File: src/rtl/mano_io_interface.sv
// mano_io_interface: INPR/OUTR I/O stage for the Mano-machine control unit.
// Input side loads INPR from a valid/ready source and raises FGI with a
// one-cycle input_read pulse. Output side is a two-state FSM that loads
// OUTR from AC on OUTER_LD and drains it to a valid/ready sink.
// Build option: define IO_RX_FIFO_EN to place a FIFO_DEPTH-entry receive
// FIFO ahead of INPR; otherwise rx bytes go straight into INPR.
module mano_io_interface #(
  parameter int DATA_W     = 8,
  parameter int FIFO_DEPTH = 4
) (
  input  logic              clk,
  input  logic              rst,
  input  logic [DATA_W-1:0] rx_data,
  input  logic              rx_valid,
  output logic              rx_ready,
  input  logic [DATA_W-1:0] AC_IN,
  input  logic              OUTER_LD,
  input  logic              INP_ACK,
  output logic [DATA_W-1:0] INPR,
  output logic              FGI,
  output logic              FGO,
  output logic              input_read,
  output logic [DATA_W-1:0] tx_data,
  output logic              tx_valid,
  input  logic              tx_ready,
  output logic              out_overrun
);

  if ((FIFO_DEPTH < 2) || ((FIFO_DEPTH & (FIFO_DEPTH - 1)) != 0)) begin : g_bad_depth
    $error("FIFO_DEPTH must be a power of two and at least 2");
  end

  typedef enum logic {
    ST_IDLE,
    ST_SEND
  } out_state_t;

  out_state_t        state, state_nxt;
  logic [DATA_W-1:0] outr;
  logic              overrun;
  logic [DATA_W-1:0] inpr_q;
  logic              fgi_q;
  logic              ir_q;

`ifdef IO_RX_FIFO_EN
  localparam int PTR_W = $clog2(FIFO_DEPTH);
  localparam logic [PTR_W:0] DEPTH_CNT = FIFO_DEPTH[PTR_W:0];

  logic [DATA_W-1:0] mem [FIFO_DEPTH];
  logic [PTR_W-1:0]  wr_ptr, rd_ptr;
  logic [PTR_W:0]    count;
  logic              full, push, pop;

  assign full     = (count == DEPTH_CNT);
  assign rx_ready = !full;
  assign push     = rx_valid && !full;
  // The head moves into INPR whenever INPR has been consumed (FGI low).
  assign pop      = !fgi_q && (count != '0);

  // FIFO storage; contents need no reset since count defines occupancy.
  always_ff @(posedge clk) begin
    if (push) mem[wr_ptr] <= rx_data;
  end

  // FIFO pointers and occupancy; pointers wrap naturally at power-of-two depth.
  always_ff @(posedge clk or posedge rst) begin
    if (rst) begin
      wr_ptr <= '0;
      rd_ptr <= '0;
      count  <= '0;
    end else begin
      if (push) wr_ptr <= wr_ptr + 1'b1;
      if (pop)  rd_ptr <= rd_ptr + 1'b1;
      case ({push, pop})
        2'b10:   count <= count + 1'b1;
        2'b01:   count <= count - 1'b1;
        default: count <= count;
      endcase
    end
  end

  // INPR/FGI/input_read loaded from the FIFO head; a pop implies FGI=0,
  // so it can never collide with an INP_ACK that matters.
  always_ff @(posedge clk or posedge rst) begin
    if (rst) begin
      inpr_q <= '0;
      fgi_q  <= 1'b0;
      ir_q   <= 1'b0;
    end else begin
      ir_q <= 1'b0;
      if (pop) begin
        inpr_q <= mem[rd_ptr];
        fgi_q  <= 1'b1;
        ir_q   <= 1'b1;
      end else if (INP_ACK) begin
        fgi_q <= 1'b0;
      end
    end
  end
`else
  logic accept;

  assign rx_ready = !fgi_q;
  assign accept   = rx_valid && !fgi_q;

  // INPR/FGI/input_read loaded directly from the rx source.
  always_ff @(posedge clk or posedge rst) begin
    if (rst) begin
      inpr_q <= '0;
      fgi_q  <= 1'b0;
      ir_q   <= 1'b0;
    end else begin
      ir_q <= 1'b0;
      if (accept) begin
        inpr_q <= rx_data;
        fgi_q  <= 1'b1;
        ir_q   <= 1'b1;
      end else if (INP_ACK) begin
        fgi_q <= 1'b0;
      end
    end
  end
`endif

  assign INPR       = inpr_q;
  assign FGI        = fgi_q;
  assign input_read = ir_q;

  // Output FSM state register.
  always_ff @(posedge clk or posedge rst) begin
    if (rst) state <= ST_IDLE;
    else     state <= state_nxt;
  end

  // Output FSM next-state: load on OUTER_LD, finish on sink handshake.
  always_comb begin
    state_nxt = state;
    case (state)
      ST_IDLE: if (OUTER_LD) state_nxt = ST_SEND;
      ST_SEND: if (tx_ready) state_nxt = ST_IDLE;
      default: state_nxt = ST_IDLE;
    endcase
  end

  // OUTR capture in IDLE; any OUTER_LD seen in SEND (including the
  // handshake cycle) is dropped and latched as a sticky overrun.
  always_ff @(posedge clk or posedge rst) begin
    if (rst) begin
      outr    <= '0;
      overrun <= 1'b0;
    end else begin
      if (OUTER_LD && (state == ST_IDLE)) outr    <= AC_IN;
      if (OUTER_LD && (state == ST_SEND)) overrun <= 1'b1;
    end
  end

  assign FGO         = (state == ST_IDLE);
  assign tx_valid    = (state == ST_SEND);
  assign tx_data     = outr;
  assign out_overrun = overrun;

endmodule

File: config.mk
export PLATFORM = sky130hd
export DESIGN_NAME = mano_io_interface
export DESIGN_NICKNAME = d
export VERILOG_FILES = /design/src/rtl/mano_io_interface.sv
export SDC_FILE = /design/constraint.sdc
export NUM_CORES = 1
export LEC_CHECK = 0
export CAP_MARGIN = 25
export CELL_PAD_IN_SITES_DETAIL_PLACEMENT = 1
export CELL_PAD_IN_SITES_GLOBAL_PLACEMENT = 2
export CORE_ASPECT_RATIO = 1.25
export CORE_UTILIZATION = 25
export CTS_BUF_LIST = sky130_fd_sc_hd__clkbuf_2
export DETAILED_ROUTE_END_ITERATION = 12
export GPL_TIMING_DRIVEN = 0
export PLACE_DENSITY = 0.76
export SETUP_SLACK_MARGIN = 0.3
export SLEW_MARGIN = 20
export SYNTH_ARGS = -nofsm -noshare
export SYNTH_HDL_FRONTEND = slang
export SYNTH_SLANG_ARGS = --single-unit
export TNS_END_PERCENT = 10
File: constraint.sdc
create_clock -name clk -period 1.3 [get_ports clk]
set_input_delay 0.195 -clock clk [delete_from_list [all_inputs] [get_ports clk]]
set_output_delay 0.195 -clock clk [all_outputs]
set_load 0.01 [all_outputs]
* Yosys cells after proc, flatten, opt, wreduce, memory -nomap -nowiden *
Cells that the tools add are included.

operators by class
  $add $sub $neg = 0
  multiply operators = 0
  div/mod/pow operators = 0
  order comparisons = 0
  equal/unequal tests = 0
  shift-type cells = 0
  muxes and demuxes = 6
  bitwise gates (word level) = 1
  reductions and logical operators = 5

operators with widths
  kind                 number
  $mux W1              5
  $logic_and A1 B1 Y1  3
  $pmux W1 S2          1
  $reduce_bool A2 Y1   1
  $logic_not A1 Y1     1
  $not A1 Y1           1

word-level totals
  bits in registers = 20
  latch bits = 0
  bits in writable memories = 0
  ROM bits = 0
  input port bits = 22
  output and inout port bits = 22
  word-level logic and storage cells = 18
  memories kept = 0

* Depth between registers and ports, before layout *
Gate-level depths: netlist of the first run.

  depth in word-level cells = 3
  depth in mapped cells = 3

* Worst setup path after synthesis of the first run *
Ideal clock, no wire load.

  path type = reg2reg
  start = reg fgi_q, in the netlist FGI
  end = reg inpr_q[0], in the netlist INPR[0]
  setup time = 125 ps
  arrival = 1,006 ps
  required time = 1,175 ps
  slack = 169 ps
  stages on the path, launching flop included = 4
  clock period less this slack = 1,131 ps
  path through = dfrtp_1 nor2b_1 buf_6 mux2_4

on the way
  word-level cells in the longest chain between the ends = 2

ends and longest elaborated chain
  item                    RTL line  RTL
  from (decl)             42        logic fgi_q;
  from (signal assigned)  110       fgi_q <= 1'b0;
  from (signal assigned)  116       fgi_q <= 1'b1;
  from (signal assigned)  119       fgi_q <= 1'b0;
  $logic_not A1 Y1        104       assign accept = rx_valid && !fgi_q;
  $logic_and A1 B1 Y1     104
  via accept              101       logic accept;
  to (signal assigned)    115       inpr_q <= rx_data;
  to (decl)               41        logic [DATA_W-1:0] inpr_q;

The timed path passes the listed nets, and every way through them passes these cells.
A chain may end at the register's enable or synchronous reset.

* Worst setup path in the final report of the first run *
  start = reg state, in the netlist tx_valid
  end = reg outr[1], in the netlist tx_data[1]

on the way
  word-level cells in the longest chain between the ends = 2

ends and longest elaborated chain
  item                    RTL line  RTL
  from (decl)             38        out_state_t state, state_nxt;
  from (signal assigned)  132       else state <= state_nxt;
  $not A1 Y1              -
  $logic_and A1 B1 Y1     152       if (OUTER_LD && (state == ST_IDLE)) outr <= AC_IN;
  to (signal assigned)    149       outr <= '0;
  to (signal assigned)    152
  to (decl)               39        logic [DATA_W-1:0] outr;

No other way between the ends.

==> results.py, run 1 <==
metrics = {
    "logic_synthesis": {
        "synth.distinct_cells": 8,
        "yosysWarnings": 0,
        "synth_seq_cells": 20,
        "yosysSeqAreaShare": 0.615,
        "syn_area_um2": 813,
        "syn_nets": 68,
        "synth.avg_cell_area_um2": 17.7,
        "synth_cells": 46,
    },
    "route": {
        "vias_per_cell": 4.20,
        "avgRoutedWirePerCell_um": 13.5,
        "ant_nets": 0,
        "drt_wl_total_mm": 1.86,
        "drc": 0,
        "via_count": 580,
        "drt_pass1_iterations": 1,
        "drtIter0Drc": 0,
    },
    "cells_and_area": {
        "final_area_um2": 1320,
        "fill_cells": 347,
        "layout_common_cells": "clkdlybuf4s50_1, dfrtp_1, buf_2, mux2_4, buf_6",
        "seqCellArea_um2": 500,
        "antenna_cells": 0,
        "layout.nets": 125,
        "fin_cells": 138,
        "final_common_cell": "clkdlybuf4s50_1",
        "area_growth_pct": 62.8,
        "drive_gt1_frac": 0.539,
        "multiInputGateArea_um2": 292,
    },
    "setup_path": {
        "critPathCaptureType": "flip-flop",
        "worstPathArrival_ps": 1520,
        "cp_top_family": "flip-flops",
        "start_kind": "flip-flop",
        "crit_chain": "buf_6, buf_6, nor2b_4, buf_6, mux2_4",
        "slowest_delay_ps": 420,
        "cpMostUsedCell": "buf_6",
        "cp_max_fo": 5,
        "cp.required_ps": 1510,
        "cp.buffers_inverters": 3,
        "critical-path-slowest-cell": "dfrtp_1",
        "critical_path_class": "reg2reg",
    },
    "job": {
        "drv_cap": 0,
    },
    "floorplanning": {
        "rows": 22,
        "initial_utilization": 0.269,
        "die_w_um": 53.0,
        "die_h_um": 65.8,
        "core_area_um2": 3030,
        "die_area_um2": 3490,
        "ios": 44,
    },
    "place": {
        "portBuffers": 43,
        "hpwl_mm": 1.29,
        "place.gp.congestion": 0.590,
        "postPlaceCellArea_um2": 1290,
        "dp.cells": 125,
    },
    "sta": {
        "tns_ps": -15.3,
        "layout_setup_ws_ps": -8.53,
        "setup_viol": 5,
        "final_hold_viol_count": 0,
        "maxSlewViolCount": 0,
        "skew_ps": 7.85,
        "post-route-period-util": 1.01,
        "slew-limit-headroom": 0.493,
        "fmax_mhz": 764,
        "worst_pin_slew_ps": 760,
        "fin_crit_ps": 1310,
        "holdWs_ps": 291,
        "rsz0062_at_grt": "true",
    },
    "cts": {
        "postCtsHoldBufs": 0,
        "cts.clk_slew.worst_paths_ps": 190,
        "cts.sinks": 20,
        "clock_latency_ps": 300,
        "cts_tree": "done",
        "cts-root-buf": "clkbuf_2",
        "cts_max_level": 1,
        "cts_buffer_depth": 2,
        "numCtsBuffers": 3,
    },
    "global_route": {
        "grt-ovfl-total": 0,
        "grt_max_degree": 21,
        "track_usage": 0.116,
        "grt_pass1_wl_mm": 2.99,
        "first_global_vias": 680,
        "antenna_found_initial": 0,
    },
    "power": {
        "power_mw": 1.74,
        "power_density_nw_per_um2": 1310,
        "p_leak_nw": 0.643,
        "peakVddDrop_v": 0.000690,
    },
    "outcome": {
        "status": "finished, violations left",
        "violations": "negative setup slack",
    },
    "hold_path": {
        "hold_path_class": "in2async",
    },
}
-- worst reg2reg max path: stages, from the launching register on --
cell	delay, ps
dfrtp_1	420
buf_6	120
buf_6	110
nor2b_4	120
buf_6	150
mux2_4	300
-- path summary, 6_finish.rpt --
| path | cells past startpoint | startpoint | slack, ps | end |
|---|---|---|---|---|
| setup / recovery | 5 | tx_valid$_DFF_PP0_ | -9 | tx_data[1]$_DFFE_PP0P_ |
| hold / removal | 2 | rst | 290 | INPR[2]$_DFFE_PP0P_ |
| setup reg to reg | 5 | tx_valid$_DFF_PP0_ | -9 | tx_data[1]$_DFFE_PP0P_ |
| hold reg to reg | 1 | out_overrun$_DFFE_PP0P_ | 490 | out_overrun$_DFFE_PP0P_ |
| max in group asynchronous | 2 | rst | 530 | tx_data[2]$_DFFE_PP0P_ |
| min in group clk | 2 | INP_ACK | 420 | FGI$_DFFE_PP0P_ |
-- timing repair --
| action | CTS | global route |
|---|---|---|
| setup buffers | 8 | 0 |
| hold endpoints to repair | 0 | 0 |
| pin swaps | 0 | 0 |
| gates resized for setup | 96 | 3 |
| cloned | 1 | 0 |
| setup endpoints to repair | 38 | 40 |
-- cell families after synthesis --
logic type             synth area share
AOI/OAI and AO/OA                0.0292
buffers and inverters            0.0415
muxes                             0.295
DFF                               0.615
and+or+nand+nor                  0.0185
-- Yosys cell counts --
library cell | instances | share of area
a21o_2 | 1 | 0.011
buf_6 | 2 | 0.028
dfrtp_1 | 20 | 0.62
inv_1 | 3 | 0.014
mux2_4 | 16 | 0.30
nor2b_1 | 1 | 0.0077
nor2b_2 | 1 | 0.011
o21bai_1 | 2 | 0.018
-- per-stage QoR --
step / setup slack [ps] / utilization
2_1_floorplan: 169 / -
3_3_place_gp: -124 / 0.426
3_5_place_dp: -142 / 0.426
4_1_cts: -15.7 / 0.431
5_1_grt: -54.1 / 0.437
6_report: -8.53 / 0.437
-- final cells by class --
| class | instances | share of cell area |
|---|---|---|
| plain buffers | 2 | 0.0198 |
| well taps | 36 | 0.0340 |
| inverters | 3 | 0.0104 |
| clock inverters | 1 | 0.00284 |
| flip-flops and latches | 20 | 0.378 |
| repair buffers | 52 | 0.323 |
| multi-input cells | 21 | 0.220 |
| clock buffers | 3 | 0.0113 |
-- state kept, by name, summed over array words and instances (netlist names) --
signal and flops:
input_read 1, FGI 1, tx_valid 1, out_overrun 1, INPR 8, tx_data 8
-- report_power, final --
group          switching (mW)  internal, mW
registers              0.0698         0.746
logic                   0.241         0.427
clock network           0.185        0.0670
-- routing by layer --
layer	part of all wire	vias up	global-route usage
li1	-	263	-
met5	0	-	0
met3	0.10	0	0.0322
met4	0	0	0.0395
met1	0.43	282	0.141
met2	0.47	35	0.195
Power figures use the tool's default switching activity.
==> run 2: changes to the inputs <==
- SLEW_MARGIN: 20 -> default
==> results of run 2 <==
The final DEF is identical to that of run 1; final timing and power are the same.
==> run 3: changes to the inputs <==
- CORE_ASPECT_RATIO: 1.25 -> default
==> run 3 against run 2 <==
Against the previous run: the run now ends clean; combinational power increased by 14%; wire length up 1.9%; clock skew down 2.0 ps; total power is 17% higher; sequential power shrank 0.5%; fmax increased by 6.5%; sequential share of layout area down 4.1 points; cell area increased by 12%; hold slack improved by 11 ps; setup slack gained 80 ps; register-to-register slack better by 80 ps; critical path type unchanged; largest power group unchanged.
==> results.py, run 3 (same netlist as run 1, synthesis figures left out) <==
metrics = {
    "sta": {
        "slew-limit-headroom": 0.493,
        "maxSlewViolCount": 0,
        "skew_ps": 5.84,
        "final_hold_viol_count": 0,
        "post-route-period-util": 0.945,
        "rsz0062_at_grt": "true",
        "holdWs_ps": 301,
        "setup_viol": 0,
        "fin_crit_ps": 1230,
        "worst_pin_slew_ps": 760,
        "fmax_mhz": 814,
    },
    "setup_path": {
        "crit_chain": "buf_6, nor2b_4, buf_6, mux2_4",
        "worstPathArrival_ps": 1440,
        "cp_top_family": "flip-flops",
        "start_kind": "flip-flop",
        "cpMostUsedCell": "buf_6",
        "critPathCaptureType": "flip-flop",
        "slowest_delay_ps": 440,
        "critical-path-slowest-cell": "dfrtp_1",
        "cp.required_ps": 1510,
        "critical_path_class": "reg2reg",
        "cp_max_fo": 5,
        "cp.buffers_inverters": 2,
    },
    "power": {
        "power.internal_mw": 1.52,
        "seq_power_share": 0.401,
        "switchingPower_mw": 0.505,
        "p_leak_nw": 0.704,
        "power_density_nw_per_um2": 1360,
        "peakVddDrop_v": 0.000450,
        "p_clk_frac": 0.223,
        "power_frac_comb": 0.376,
        "power_mw": 2.02,
        "p_sw_frac": 0.250,
    },
    "global_route": {
        "antenna_found_initial": 0,
        "grt-ovfl-total": 0,
        "track_usage": 0.121,
        "grt_pass1_wl_mm": 3.07,
        "first_global_vias": 666,
        "grt_max_degree": 21,
    },
    "cts": {
        "numCtsBuffers": 3,
        "clock_latency_ps": 300,
        "cts_buffer_depth": 2,
        "cts.sinks": 20,
        "cts_tree": "done",
        "cts_max_level": 1,
        "cts-root-buf": "clkbuf_2",
        "cts.clk_slew.worst_paths_ps": 190,
        "postCtsHoldBufs": 0,
    },
    "cells_and_area": {
        "antenna_cells": 0,
        "fill_cells": 330,
        "final_common_cell": "clkdlybuf4s50_1",
        "multiInputGateArea_um2": 292,
        "layout.nets": 133,
        "seqCellArea_um2": 500,
        "finish.utilization": 0.482,
        "area_growth_pct": 82.5,
        "drive_gt1_frac": 0.445,
        "layout_common_cells": "clkdlybuf4s50_1, dfrtp_1, mux2_4, buf_4",
    },
    "route": {
        "vias_per_cell": 3.84,
        "drt_pass1_iterations": 2,
        "ant_nets": 0,
        "wl_met2_um": 963,
        "drt_wl_total_mm": 1.90,
        "wl_met3_um": 178,
        "avgRoutedWirePerCell_um": 12.3,
        "via_count": 591,
        "top_layer": "met3",
        "wl_met1_um": 755,
        "drtIter0Drc": 10,
        "drc": 0,
    },
    "hold_path": {
        "hold_path_class": "in2async",
    },
    "floorplanning": {
        "initial_utilization": 0.264,
        "die_w_um": 59.0,
        "core_area_um2": 3080,
        "ios": 44,
        "die_h_um": 59.0,
        "rows": 20,
        "die_area_um2": 3490,
    },
    "outcome": {
        "status": "complete, no violations",
    },
    "place": {
        "portBuffers": 43,
        "hpwl_mm": 1.20,
        "place.gp.congestion": 0.651,
    },
    "job": {
        "drv_cap": 0,
    },
}
==> run 3: changes by cell type in the layout (fill, tap and decap cells not counted), moves of 2 or more <==
cell             delta
clkbuf_2            +2
buf_4               +7
dlygate4sd2_1       +8
clkdlybuf4s15_1     +8
buf_2              -17
==> run 3: worst reg2reg max path: stages (launching register included) <==
cell and delay [ps]:
dfrtp_1 440, buf_6 130, nor2b_4 130, buf_6 150, mux2_4 300
==> run 3: per-stage QoR <==
| step | setup slack [ps] | instances | setup TNS [ps] | cell area, um2 |
|---|---|---|---|---|
| after floorplan | 169 | 46 | 0 | 813 |
| final | 71.5 | 154 | 0 | 1480 |
| after global routing | 16.2 | 154 | 0 | 1480 |
| after detailed placement | -136 | 133 | -2020 | 1300 |
| after global placement | -117 | 133 | -1820 | 1300 |
| after CTS | 66.5 | 153 | 0 | 1480 |
==> run 3: final timing paths <==
path,start,endpoint,slack [ps],depth (start not counted)
min in group clk,tx_ready,tx_valid$_DFF_PP0_,420,2
max in group asynchronous,rst,out_overrun$_DFFE_PP0P_,530,2
max reg2reg,FGI$_DFFE_PP0P_,INPR[2]$_DFFE_PP0P_,70,4
max,FGI$_DFFE_PP0P_,INPR[2]$_DFFE_PP0P_,70,4
min reg2reg,tx_data[1]$_DFFE_PP0P_,tx_data[1]$_DFFE_PP0P_,530,1
min,rst,INPR[3]$_DFFE_PP0P_,300,2
==> run 3: layout make-up <==
class | count | share of cell area
timing repair buffer | 60 | 0.374
sequential | 20 | 0.337
multi-input combinational | 21 | 0.196
tap | 44 | 0.0371
clock inverter | 1 | 0.0202
buffer | 2 | 0.0152
clock buffer | 3 | 0.0101
inverter | 3 | 0.00927
==> run 3: timing repair <==
item / CTS / global route
buffers inserted: 14 / 1
endpoints found under the setup margin: 38 / 40
pin swaps: 0 / 0
gates resized for setup: 53 / 5
cloned: 2 / 0
==> run 3: routing by layer <==
metal  global-route usage  vias to the layer above
met5                    0                        -
met1                0.144                      276
met3               0.0437                        0
met4               0.0306                        0
li1                     -                      283
met2                0.206                       32
==> run 3: power groups by stage <==
stage | sequential (mW) | clock (mW) | combinational [mW]
detailed placement | 0.829 | 0 | 0.668
global route | 0.828 | 0.500 | 0.818
CTS | 0.809 | 0.478 | 0.762
global placement | 0.827 | 0 | 0.663
floorplan | 0.885 | 0 | 0.244
finish | 0.811 | 0.452 | 0.760
